<file path="config.mk">
export PLATFORM = sky130hd
export DESIGN_NAME = sdr_cpu_port_arb
export DESIGN_NICKNAME = d
export VERILOG_FILES = /design/src/rtl/sdr_arb_pkg.sv /design/src/rtl/sdr_arb_prio.sv /design/src/rtl/sdr_cpu_port_arb.sv
export SDC_FILE = /design/constraint.sdc
export NUM_CORES = 1
export LEC_CHECK = 0
export ABC_AREA = 0
export CAP_MARGIN = 20
export CORE_AREA = 5 5 125 127
export CTS_CLUSTER_DIAMETER = 60
export DETAILED_ROUTE_END_ITERATION = 10
export DIE_AREA = 0 0 130 132
export PLACE_DENSITY_LB_ADDON = 0.12
export SETUP_SLACK_MARGIN = 0.4
export SLEW_MARGIN = 20
export SYNTH_ARGS = -nofsm -noshare
export SYNTH_HDL_FRONTEND = slang
export SYNTH_SLANG_ARGS = --single-unit
</file>
<file path="constraint.sdc">
create_clock -name clk -period 8.4 [get_ports clk]
set_clock_uncertainty 0.2 [all_clocks]
set_input_delay 1.68 -clock clk [delete_from_list [all_inputs] [get_ports clk]]
set_output_delay 1.68 -clock clk [all_outputs]
set_load 0.05 [all_outputs]
</file>
<file path="src/rtl/sdr_arb_pkg.sv">
// Shared types for the SDRAM CPU-port arbiter.
//   state_t   : arbiter FSM states
//   grant_t   : grant codes as seen on the grant output
//   sdr_cmd_t : one downstream command (addr/data/be/rw)
// Also holds pending-vector bit positions and a small handshake helper.
package sdr_arb_pkg;

  typedef enum logic [1:0] {
    RESYNC = 2'd0,
    IDLE   = 2'd1,
    ISSUE  = 2'd2,
    WAIT   = 2'd3
  } state_t;

  typedef enum bit [1:0] {
    GNT_NONE = 2'd0,
    GNT_CPU  = 2'd1,
    GNT_SS   = 2'd2,
    GNT_AUX  = 2'd3
  } grant_t;

  typedef struct packed {
    logic [31:0] addr;
    logic [15:0] data;
    logic [1:0]  be;
    logic        rw;
  } sdr_cmd_t;

  localparam int BURST_W  = 8;
  localparam int PEND_CPU = 0;
  localparam int PEND_SS  = 1;
  localparam int PEND_AUX = 2;

  localparam sdr_cmd_t CMD_RESET = '{addr: 32'd0, data: 16'd0, be: 2'd0, rw: 1'b1};

  // A toggle requester has work outstanding while its req and ack phases differ.
  function automatic logic is_pending(input logic req, input logic ack);
    return req ^ ack;
  endfunction

endpackage

</file>
<file path="src/rtl/sdr_arb_prio.sv">
// Combinational winner selection for the SDRAM CPU-port arbiter.
// Order: SS, then AUX once the CPU has used up its burst allowance,
// then CPU, then AUX.
// Ports:
//   pend  in  3        pending vector (PEND_CPU / PEND_SS / PEND_AUX)
//   burst in  BURST_W  consecutive CPU grants taken while AUX waited
//   gnt   out grant_t  selected requester, GNT_NONE when nothing pends
module sdr_arb_prio
  import sdr_arb_pkg::*;
#(
  parameter int CPU_BURST_MAX = 4
) (
  input  logic [2:0]         pend,
  input  logic [BURST_W-1:0] burst,
  output grant_t             gnt
);

  // Fixed priority with an anti-starvation override for AUX.
  always_comb begin
    gnt = GNT_NONE;
    if (pend[PEND_SS]) begin
      gnt = GNT_SS;
    end else if (pend[PEND_AUX] && (burst == BURST_W'(CPU_BURST_MAX))) begin
      gnt = GNT_AUX;
    end else if (pend[PEND_CPU]) begin
      gnt = GNT_CPU;
    end else if (pend[PEND_AUX]) begin
      gnt = GNT_AUX;
    end else begin
      gnt = GNT_NONE;
    end
  end

endmodule

</file>
<file path="src/rtl/sdr_cpu_port_arb.sv">
// Three-way arbiter sharing the SDRAM CPU port (toggle req/ack, 16-bit)
// between the 68000 bus (cpu_*), the save-state client (ss_*) and an
// auxiliary fetcher (aux_*). One transaction is in flight at a time; the
// winner's command is registered onto sdr_* and its ack toggles one cycle
// after the controller answers.
// Ports:
//   clk, reset                 clock, asynchronous active-high reset
//   {cpu,ss,aux}_addr/data/be/rw/req   requester command + request toggle
//   {cpu,ss,aux}_ack/q         acknowledge toggle + read data
//   sdr_addr/data/be/rw/req    downstream command + request toggle
//   sdr_ack, sdr_q             downstream acknowledge toggle + read data
//   grant                      0 none, 1 cpu, 2 ss, 3 aux
//   timeout                    sticky watchdog flag
// Optional feature: define SDR_CPU_ARB_TIMEOUT_EN to add a WAIT-state
// watchdog that abandons a transaction after TIMEOUT_CYCLES clocks.
module sdr_cpu_port_arb
  import sdr_arb_pkg::*;
#(
  parameter int CPU_BURST_MAX  = 4,
  parameter int TIMEOUT_CYCLES = 4096
) (
  input  logic        clk,
  input  logic        reset,
  input  logic [31:0] cpu_addr,
  input  logic [15:0] cpu_data,
  input  logic [1:0]  cpu_be,
  input  logic        cpu_rw,
  input  logic        cpu_req,
  output logic        cpu_ack,
  output logic [15:0] cpu_q,
  input  logic [31:0] ss_addr,
  input  logic [15:0] ss_data,
  input  logic [1:0]  ss_be,
  input  logic        ss_rw,
  input  logic        ss_req,
  output logic        ss_ack,
  output logic [15:0] ss_q,
  input  logic [31:0] aux_addr,
  input  logic [15:0] aux_data,
  input  logic [1:0]  aux_be,
  input  logic        aux_rw,
  input  logic        aux_req,
  output logic        aux_ack,
  output logic [15:0] aux_q,
  output logic [31:0] sdr_addr,
  output logic [15:0] sdr_data,
  output logic [1:0]  sdr_be,
  output logic        sdr_rw,
  output logic        sdr_req,
  input  logic        sdr_ack,
  input  logic [15:0] sdr_q,
  output logic [1:0]  grant,
  output logic        timeout
);

  state_t             state_r, state_nxt_s;
  grant_t             grant_r, winner_s;
  sdr_cmd_t           cmd_r, sel_cmd_s;
  logic               sdr_req_r;
  logic               cpu_ack_r, ss_ack_r, aux_ack_r;
  logic [15:0]        cpu_q_r, ss_q_r, aux_q_r;
  logic [BURST_W-1:0] burst_r;
  logic [2:0]         pend_s;
  logic               sdr_done_s, wd_fire_s;
  logic               latch_s, issue_s, complete_s, adopt_s;
  logic [15:0]        resp_q_s;

  assign pend_s[PEND_CPU] = is_pending(cpu_req, cpu_ack_r);
  assign pend_s[PEND_SS]  = is_pending(ss_req, ss_ack_r);
  assign pend_s[PEND_AUX] = is_pending(aux_req, aux_ack_r);
  assign sdr_done_s       = (sdr_ack == sdr_req_r);
  // An abandoned transaction reports all-ones instead of controller data.
  assign resp_q_s         = wd_fire_s ? 16'hFFFF : sdr_q;

  sdr_arb_prio #(.CPU_BURST_MAX(CPU_BURST_MAX)) u_prio (
    .pend  (pend_s),
    .burst (burst_r),
    .gnt   (winner_s)
  );

`ifdef SDR_CPU_ARB_TIMEOUT_EN
  logic [15:0] wd_cnt_r;
  logic        timeout_r;

  // Watchdog counts WAIT cycles without a controller answer.
  always_ff @(posedge clk or posedge reset) begin
    if (reset) begin
      wd_cnt_r <= 16'd0;
    end else if ((state_r == WAIT) && !sdr_done_s) begin
      wd_cnt_r <= wd_cnt_r + 16'd1;
    end else begin
      wd_cnt_r <= 16'd0;
    end
  end

  assign wd_fire_s = (state_r == WAIT) && !sdr_done_s &&
                     (wd_cnt_r == 16'(TIMEOUT_CYCLES - 1));

  // Sticky timeout flag, cleared only by reset.
  always_ff @(posedge clk or posedge reset) begin
    if (reset) begin
      timeout_r <= 1'b0;
    end else if (wd_fire_s) begin
      timeout_r <= 1'b1;
    end else begin
      timeout_r <= timeout_r;
    end
  end

  assign timeout = timeout_r;
`else
  assign wd_fire_s = 1'b0;
  assign timeout   = 1'b0;
`endif

  // FSM state register.
  always_ff @(posedge clk or posedge reset) begin
    if (reset) begin
      state_r <= RESYNC;
    end else begin
      state_r <= state_nxt_s;
    end
  end

  // FSM next-state logic.
  always_comb begin
    state_nxt_s = state_r;
    case (state_r)
      RESYNC:  state_nxt_s = IDLE;
      IDLE:    state_nxt_s = (winner_s != GNT_NONE) ? ISSUE : IDLE;
      ISSUE:   state_nxt_s = WAIT;
      WAIT:    state_nxt_s = (sdr_done_s || wd_fire_s) ? IDLE : WAIT;
      default: state_nxt_s = RESYNC;
    endcase
  end

  // FSM control strobes for the registered datapath.
  always_comb begin
    latch_s    = 1'b0;
    issue_s    = 1'b0;
    complete_s = 1'b0;
    adopt_s    = 1'b0;
    case (state_r)
      RESYNC:  adopt_s    = (sdr_ack != sdr_req_r);
      IDLE:    latch_s    = (winner_s != GNT_NONE);
      ISSUE:   issue_s    = 1'b1;
      WAIT:    complete_s = sdr_done_s || wd_fire_s;
      default: adopt_s    = 1'b0;
    endcase
  end

  // Winner's command source; only the selected requester is ever sampled.
  always_comb begin
    sel_cmd_s = cmd_r;
    case (winner_s)
      GNT_CPU: sel_cmd_s = '{addr: cpu_addr, data: cpu_data, be: cpu_be, rw: cpu_rw};
      GNT_SS:  sel_cmd_s = '{addr: ss_addr,  data: ss_data,  be: ss_be,  rw: ss_rw};
      GNT_AUX: sel_cmd_s = '{addr: aux_addr, data: aux_data, be: aux_be, rw: aux_rw};
      default: sel_cmd_s = cmd_r;
    endcase
  end

  // Downstream command and grant registers.
  always_ff @(posedge clk or posedge reset) begin
    if (reset) begin
      cmd_r   <= CMD_RESET;
      grant_r <= GNT_NONE;
    end else if (latch_s) begin
      cmd_r   <= sel_cmd_s;
      grant_r <= winner_s;
    end else if (complete_s) begin
      grant_r <= GNT_NONE;
    end else begin
      grant_r <= grant_r;
    end
  end

  // Downstream request toggle; RESYNC and the watchdog re-align it to sdr_ack.
  always_ff @(posedge clk or posedge reset) begin
    if (reset) begin
      sdr_req_r <= 1'b0;
    end else if (adopt_s || wd_fire_s) begin
      sdr_req_r <= sdr_ack;
    end else if (issue_s) begin
      sdr_req_r <= ~sdr_req_r;
    end else begin
      sdr_req_r <= sdr_req_r;
    end
  end

  // Completion: return data (captured even for writes) and ack to the winner.
  always_ff @(posedge clk or posedge reset) begin
    if (reset) begin
      cpu_ack_r <= 1'b0;
      ss_ack_r  <= 1'b0;
      aux_ack_r <= 1'b0;
      cpu_q_r   <= 16'd0;
      ss_q_r    <= 16'd0;
      aux_q_r   <= 16'd0;
    end else if (complete_s) begin
      case (grant_r)
        GNT_CPU: begin cpu_ack_r <= ~cpu_ack_r; cpu_q_r <= resp_q_s; end
        GNT_SS:  begin ss_ack_r  <= ~ss_ack_r;  ss_q_r  <= resp_q_s; end
        GNT_AUX: begin aux_ack_r <= ~aux_ack_r; aux_q_r <= resp_q_s; end
        default: cpu_ack_r <= cpu_ack_r;
      endcase
    end else begin
      cpu_ack_r <= cpu_ack_r;
    end
  end

  // Burst counter: CPU grants taken while AUX waits; any AUX grant or an
  // idle AUX resets the allowance.
  always_ff @(posedge clk or posedge reset) begin
    if (reset) begin
      burst_r <= '0;
    end else if (!pend_s[PEND_AUX]) begin
      burst_r <= '0;
    end else if (latch_s && (winner_s == GNT_AUX)) begin
      burst_r <= '0;
    end else if (latch_s && (winner_s == GNT_CPU) && (burst_r < BURST_W'(CPU_BURST_MAX))) begin
      burst_r <= burst_r + BURST_W'(1);
    end else begin
      burst_r <= burst_r;
    end
  end

  assign sdr_addr = cmd_r.addr;
  assign sdr_data = cmd_r.data;
  assign sdr_be   = cmd_r.be;
  assign sdr_rw   = cmd_r.rw;
  assign sdr_req  = sdr_req_r;
  assign grant    = grant_r;
  assign cpu_ack  = cpu_ack_r;
  assign ss_ack   = ss_ack_r;
  assign aux_ack  = aux_ack_r;
  assign cpu_q    = cpu_q_r;
  assign ss_q     = ss_q_r;
  assign aux_q    = aux_q_r;

endmodule

</file>
==> results by stage, run 1 <==
Setup path:
- The signal on the critical path passes through clkdlybuf4s50_1, xor2_4, buf_4, or3_1, and2_4, inv_2, buf_4, a221oi_1, o22ai_1.
- The data required time at the worst endpoint is 8450 ps.
- The endpoint identified for the worst register-to-register timing path is sdr_addr[2].
- The library cell contributing the largest single delay on the critical path is buf_4.
- Data arrives at the worst endpoint at 4900 ps.
- The stage delay of the slowest cell on the critical path is 780 ps.
- The most repeated library cell on the critical path is buf_4.
- The endpoint class of the critical path is a flip-flop.
- The startpoint identified for the worst register-to-register timing path is ss_ack.
- The worst setup path is of the input port to flip-flop kind.
- The most critical setup path has its endpoint at sdr_addr[2].
- The worst register-to-register path has a setup slack of 4870 ps.
- Measured in cells, the most critical reg-to-reg path has a length of 8.
- The maximum fanout along the worst path is 56.
- The worst setup path is launched from an input port.
- The startpoint of the worst setup timing path is ss_req.

Clock network:
- Hold repair after CTS inserted 0 buffers.
- Buffers inserted during clock tree synthesis total 17.
- Counting along the longest clock path gives a buffer depth of 2.
- The post-CTS setup-driven buffer insertion count is 0.
- The worst-skew pair later-pin latency is between 400 and 500 ps.
- The number of gates resized after CTS was 0.
- The clock tree root driver cell is clkbuf_16.
- The tree built by TritonCTS fans out to 115 sinks.
- In this run the number of H-tree levels came out at 4.
- The clock tree from TritonCTS is built.
- The clock input transition at the sequential cells of the worst setup and hold paths is around 50 ps.

Global routing:
- The overall routing resource usage is 21.3%.
- The maximum number of pins on one net before global-route repair is 76.
- The met2 routing resource usage after global routing is 35.0%.
- The initial antenna violation count was 0.
- The via count of the first global-routing pass is 5,190.
- Global routing used 8.59% of the available met3 tracks.
- The most congested layer reported by global routing is met2.
- The global-route wire length before repair is 28.5 mm.
- The met1 routing resource usage after global routing is 25.5%.
- The total overflow reported by the global router is 0.

Final layout:
- In the final design database the tool counted around 900 nets.
- In the final layout, the share of cells above drive strength 1 is a little over a quarter.
- The number of antenna diodes in the final layout is 0.
- Cells fill about 64% of the core in the end.
- The number of fill cells in the layout is 1,137.
- The layout overhead on the synthesized area is 64.3%.

Yosys:
- Synthesis produced a netlist with a net count of 635.
- The synthesized netlist devotes a little under a quarter of its cell area to compound gates.
- The number of warnings reported in the yosys synthesis log is 0.
- The multiplexer fraction of the synthesized cell area is 10.0%.
- The number of storage elements in the synthesis netlist is 115.
- Yosys mapped the design onto 39 distinct sky130hd cell types.
- The gate count after technology mapping is 458.
- The main combinational cell family by area after synthesis is compound AO/OA/AOI/OAI gates.
- The average cell area after synthesis is 12.2 sq um.
- The basic-gate share of the synthesized area counting and, or, nand and nor cells is 9.88%.
- The area of the mapped netlist is 5600 sq um.
- The xor/xnor share of the synthesized area is 1.41%.
- After Yosys synthesis, full adders, half adders and majority gates account for 0.447% of the synthesized area.
- Of the synthesized area, sequential elements account for 51.4%.

Pwr:
- The power share of the sequential group is 22.5%.
- For this design the static power due to leakage is 3.71 nW.
- In this run, the clock network consumes 18.4% of the power.
- The net switching power is 2.06 mW.
- The power per cell area is between 400 and 500 nW/um^2.
- The maximum ir drop on the vdd rail is 279 uV.
- Of the total power, combinational logic draws 59.1%.
- The internal power consumption is 2.28 mW.
- The switching power share of the total is 47.5%.

Drt:
- For this block, the initial DRC count from the detailed router was 259.
- The first TritonRoute pass finished after 4 iterations.
- After detailed routing, the number of remaining DRC violations is 0.
- The average wire length per cell after detail routing is ~20 microns.
- After detailed routing, the total wire length is around 18 mm.
- In the routed layout, each cell is associated on average with a via count of a little over 5.
- The count of nets left with antenna violations after detail routing is 0.
- The total via count after detailed routing is 4,674.

Run:
- Across the run, the number of max-cap violations was 0.

STA:
- The final critical-path share of the clock period is 57.8%.
- The setup total negative slack is 0 ps.
- The shortest period the worst path allows is 4850 ps.
- Setup repair after global routing left no endpoint under its margin.
- The count of endpoints failing setup in the final report is 0.
- For this run, the top clock speed supported by timing is 206 MHz.
- The max-slew violation total from the final report is 0.
- Hold timing on the final database bottoms out at a slack of slightly below 300 ps.
- The actual transition at the worst max-transition pin is 1020 ps.
- The hold violation count in the final report came to 0.
- The worst setup margin is 3550 ps.
- Measured against its own limit, the worst slew margin works out to 32.3%.

Die:
- The die is 130 microns wide.
- The placement row count is 44.
- The die area is between 15,000 and 20,000 sq um.
- Once the floorplan was initialized, standard cells occupied 39.1% of the core.
- The area inside the core boundary is about 14,000 sq um.
- 281 I/O pins were placed.
- The floorplan die height is approximately 130 microns.

Hold path:
- The type of the most critical hold path is flip-flop to flip-flop.

Status:
- The flow ran to the end, and the final reports show no timing, DRC or antenna violations.

Place:
- The worst setup slack after placement is 2730 ps.
- The count of buffers inserted at the top-level ports is 279.
- The congestion estimate from routability-driven global placement came to ~0.82.
- Once detailed placement completed, the half-perimeter wirelength came to ~13 mm.
==> cell families (layout without fill, tap and decap cells) <==
kind of cell / Yosys count / count (layout)
fa+ha+maj: 2 / 2
other cells: 1 / 1
mux: 50 / 50
simple gates: 129 / 129
buf+inv: 38 / 325
xor+xnor: 9 / 9
compound gates: 114 / 114
flops: 115 / 115
==> final cells by class <==
| type | instances | area, sq um | share of cell area (%) |
|---|---|---|---|
| Timing Repair Buffer | 286 | 2850 | 30.9 |
| Tap cell | 184 | 230 | 2.50 |
| Inverter | 7 | 28.8 | 0.313 |
| Sequential cell | 115 | 2880 | 31.3 |
| Clock inverter | 8 | 171 | 1.86 |
| Multi-Input combinational cell | 305 | 2550 | 27.7 |
| Clock buffer | 24 | 492 | 5.35 |
==> worst max-delay path, delay by kind of cell <==
family	cells	cell delay, ps
AO/OA/AOI/OAI	2	460
buffers and inverters	4	1760
XOR/XNOR	1	140
AND/OR/NAND/NOR	2	800
==> registers in the layout, summed over array words and instances, names as in the netlist <==
register  cells
sdr_addr     32
aux_q        16
cpu_q        16
sdr_data     16
ss_q         16
burst_r       8
grant         2
sdr_be        2
state_r       2
aux_ack       1
cpu_ack       1
sdr_req       1
sdr_rw        1
ss_ack        1
==> stage by stage <==
| step | instance area (sq um) | std cells | power [mW] |
|---|---|---|---|
| finish | 9200 | 929 | 4.34 |
| floorplan | 5600 | 458 | 2.73 |
| detailed placement | 8530 | 897 | 3.56 |
| CTS | 9200 | 929 | 4.38 |
| global route | 9200 | 929 | 4.56 |
| global placement | 8530 | 897 | 3.52 |
==> power by group through the flow <==
stage                     clock network [mW]  registers (mW)  logic (mW)
after floorplan                            0            1.86       0.874
after global placement                     0           0.969        2.56
after detailed placement                   0           0.985        2.58
after CTS                              0.816           0.978        2.59
after global routing                   0.847            1.01        2.70
final                                  0.800           0.975        2.56
==> layer usage <==
| layer | part of all wire [%] | vias to the layer above |
|---|---|---|
| li1 | - | 2202 |
| met1 | 40 | 2242 |
| met2 | 48 | 207 |
| met3 | 10 | 23 |
| met4 | 1.8 | 0 |
| met5 | 0 | - |
==> worst min path at each step <==
| stage | startpoint | end | slack [ps] | cells past startpoint |
|---|---|---|---|---|
| after floorplan | burst_r[4] | burst_r[4] | 250 | 1 |
| after global placement | burst_r[4] | burst_r[4] | 280 | 1 |
| after detailed placement | burst_r[3] | burst_r[3] | 280 | 1 |
| after CTS | burst_r[3] | burst_r[3] | 300 | 1 |
| after global routing | ss_q[1] | ss_q[1] | 320 | 1 |
| final | burst_r[3] | burst_r[3] | 290 | 1 |
==> Yosys cell counts <==
cell	number	area share, %
nor2_1	54	3.6
dfstp_2	1	0.47
a2111oi_0	1	0.16
buf_2	14	1.3
and3_1	2	0.22
a21oi_2	50	7.8
o21ai_0	3	0.27
a221oi_1	1	0.16
or3_4	1	0.20
ha_1	2	0.45
xor2_1	5	0.78
xnor2_1	4	0.63
a31oi_1	1	0.11
buf_1	1	0.067
a31o_1	1	0.16
conb_1	1	0.067
nor3b_2	1	0.22
dfrtp_1	114	51
nor3_1	2	0.18
buf_4	1	0.13
nand3_1	6	0.54
a221oi_2	50	13
nor3b_4	1	0.34
or3_1	1	0.11
nor2b_1	2	0.22
nand2b_1	1	0.11
mux2_2	48	9.7
a21oi_1	3	0.27
and2_1	5	0.56
o21ai_1	1	0.089
inv_2	1	0.067
buf_6	5	1.0
nand2_1	53	3.6
o22ai_1	1	0.11
mux2i_1	2	0.36
clkbuf_1	10	0.67
a211oi_1	1	0.13
o41ai_4	1	0.49
inv_1	6	0.40
==> cells in the final DEF, fill, tap and decap left out, drive strengths merged, types with 7 or more instances in the layout <==
cell type and n:
a21oi 53, a221oi 51, buf 7, clkbuf 24, clkdlybuf4s50 279, dfrtp 114, inv 7, mux2 48
nand2 53, nor2 54
(Power assumes the default switching activity.)
==> inputs of run 2 (changes only) <==
==> constraint.sdc (replaced) <==
create_clock -name clk -period 4.6 [get_ports clk]
set_clock_uncertainty 0.2 [all_clocks]
set_input_delay 0.92 -clock clk [delete_from_list [all_inputs] [get_ports clk]]
set_output_delay 0.92 -clock clk [all_outputs]
set_load 0.05 [all_outputs]
==> run 2 against run 1 <==
Effect of this change:
- critical path depth decreased by 2
- via count increased by 1.5%
- sequential power increased by 84%
- die area unchanged
- worst setup slack got worse by 2000 ps
- routed wire length increased by 2.7%
- critical endpoint is now sdr_addr[10]
- highest routed layer unchanged
==> results by stage, run 2 (synthesis results as in run 1) <==
Drt:
- The number of vias per cell is 5.08.
- The detailed router's first-iteration violation count is about 170.
- In the routed design, unresolved DRC markers number 0.
- Once detail routing completed, the nets flagged for antenna violations numbered 0.
- The detailed-route wire length is between 15 and 20 mm.
- Across all layers, the routed design uses between 4,000 and 5,000 vias.
- The first detailed-routing pass took 4 iterations.
- The average wire length per cell after detail routing is 20.2 microns.

Final layout:
- 0 antenna diodes ended up in the layout.
- The most frequent standard cell in the layout excluding fill and tap cells is clkdlybuf4s50_1.
- The number of flip-flops in the largest register is 32.
- At the end of the flow the core is filled with cells to ~65%.
- The net count of the finished layout is 914.
- Leaving out fill and tap cells, the most frequent cells in the layout are clkdlybuf4s50_1 (279), dfrtp_1 (114), nor2_1 (54), nand2_1 (53).
- The post-layout instance area is 9250 sq um.
- The layout overhead on the synthesized area is 65.1%.
- The share of layout cells above drive strength 1 is 26.8%.
- The number of cells in the finished layout apart from fillers is 934.

Clock network:
- The total of hold buffers inserted after clock tree synthesis is 0.
- The number of resized instances in the post-cts repair step is 0.
- The number of setup buffers added after CTS is 0.
- The sink count of the clock tree is 115.
- After clock tree synthesis, the clock-pin slew on the worst setup and hold paths is 50 ps.
- In this run, CTS created clock tree buffers numbering 17.
- Clock tree synthesis selected as its root buffer the cell clkbuf_16.
- The H-tree was split into 4 levels.
- The clock tree from TritonCTS is built.
- The maximum buffer depth of the clock tree is 2.
- The later pin in the worst-skew pair is clocked with a latency of 410 ps.

Run:
- The number of max-cap violations is 0.

Die:
- In this run the count of I/O pins placed on the die edge is around 280.
- For this configuration, the core starts out at a cell density of 39.1%.
- The area inside the core boundary is 14,300 sq um.
- The floorplan die height is 132 microns.
- The floorplan step defined a die boundary enclosing 17,200 sq um.
- The die outline width is 130 microns.
- The placement row count is 44.

Global routing:
- The total overflow left after global routing is 0.
- Global routing used 26.1% of the available met1 tracks.
- The first global-routing pass estimated 29.0 mm of wire.
- The met2 routing resource usage after global routing is 35.6%.
- The met3 track demand over resource in global routing is 8.47%.
- Entering global routing, the biggest net connects 56 pins.
- The via count of the first global-routing pass came to 5,138.
- The overall routing resource usage is 21.7%.
- The most congested layer reported by global routing is met2.
- The initial antenna violation count is 0.

Hold path:
- Counting instances, the worst hold path has a depth of 1.
- The type of the most critical hold path is flip-flop to flip-flop.
- The hold path startpoint is burst_r[3].
- The destination of the worst hold path is burst_r[3].

Place:
- At the end of routability-driven placement, the weighted congestion stood at 0.780.
- Timing analysis after detailed placement gives a worst setup slack of about 1100 ps.
- The instance area at placement is ~8600 sq um.
- The final HPWL from detailed placement is ~14 mm.
- The count of buffers added on input and output ports is 279.
- The number of placed cells counting well taps is around 900.

STA:
- Setup repair after global routing left no endpoint under its margin.
- The hold violation count in the final report is 0.
- The count of endpoints failing setup in the final report is 0.
- The max-slew violation total from the final report is 0.
- The timing-limited maximum frequency is 326 MHz.
- The worst-case headroom to the max-slew limit is 40.7%.
- At the pin with the least slew margin, the transition time is 890 ps.
- Across all hold checks on the routed design, the worst slack comes to 286 ps.
- The final critical-path share of the clock period is 66.6%.
- The setup total negative slack is 0 ps.
- The worst setup margin is 1540 ps.
- The clock period could shrink to 3060 ps.

Status:
- The flow ran to the end, and the final reports show no timing, DRC or antenna violations.

Setup path:
- The cell count of the worst reg-to-reg path is 6.
- Data on the critical path is required at its endpoint by 4730 ps.
- The endpoint class of the critical path is a flip-flop.
- The maximum fanout along the worst path is 50.
- The worst setup path is launched from an input port.
- The startpoint of the most critical register-to-register path is burst_r[3].
- The endpoint identified for the worst register-to-register timing path is sdr_addr[10].
- Among the stages of the critical path, the cell type that occurs most often is buf_4.
- The startpoint-to-endpoint class of the critical path is input port to flip-flop.
- The library cell contributing the largest single delay on the critical path is buf_4.
- For flop-to-flop paths, the worst setup slack is 1780 ps.
- The stage delay of the slowest cell on the critical path is 700 ps.
- Data on the critical path arrives at its endpoint at 3200 ps.
- The signal on the critical path passes through clkdlybuf4s50_1, xor2_4, buf_4, nor3b_4, buf_4, a221oi_2, a21oi_2.

Pwr:
- IR analysis of the VDD net gives a maximum drop of 557 uV.
- The design draws 7.92 mW.
- The power per cell area is 856 nW/um^2.
- Summed over all cells, the static leakage comes to between 3 and 4 nW.
==> run 2: changes by cell type in the layout (fill, tap and decap cells not counted), moves of 2 or more <==
cell        before  now
buf_4            7    9
clkbuf_1         3    1
buf_12           0    3
clkinvlp_4       1    5
clkbuf_8         4    2
==> run 2: power by group <==
part	switching [mW]	internal (mW)
clock	0.465	0.934
combinational	3.06	1.67
sequential	0.282	1.50
==> run 2: how the worst max path moves through the flow <==
stage                        from      endpoint  slack (ps)  cells past startpoint
after floorplan             reset       aux_ack         440                      1
after global placement     ss_req   sdr_data[6]        1150                      7
after detailed placement  aux_req   sdr_addr[2]        1090                      8
after CTS                 aux_req   sdr_addr[2]        1520                      8
after global routing      aux_req   sdr_addr[2]        1390                      8
final                      ss_req  sdr_addr[10]        1540                      7
==> run 2: layout make-up <==
type	count	area (sq um)
clock buffer	20	457
clock inverter	12	180
fill	1165	5070
inverter	7	28.8
multi-input combinational	305	2550
sequential	115	2880
tap	184	230
timing repair buffer	291	2920
==> run 2: worst max-delay path: cells and delay by family <==
kind | cells | cell delay (ps)
xor+xnor | 1 | 190
simple gates | 1 | 230
buf+inv | 3 | 1470
compound gates | 2 | 330
==> run 2: routing by layer <==
metal	routed length [microns]	vias to the layer above
met5	0	-
met4	425	0
met3	1780	27
met2	9120	196
met1	7500	2309
li1	-	2214
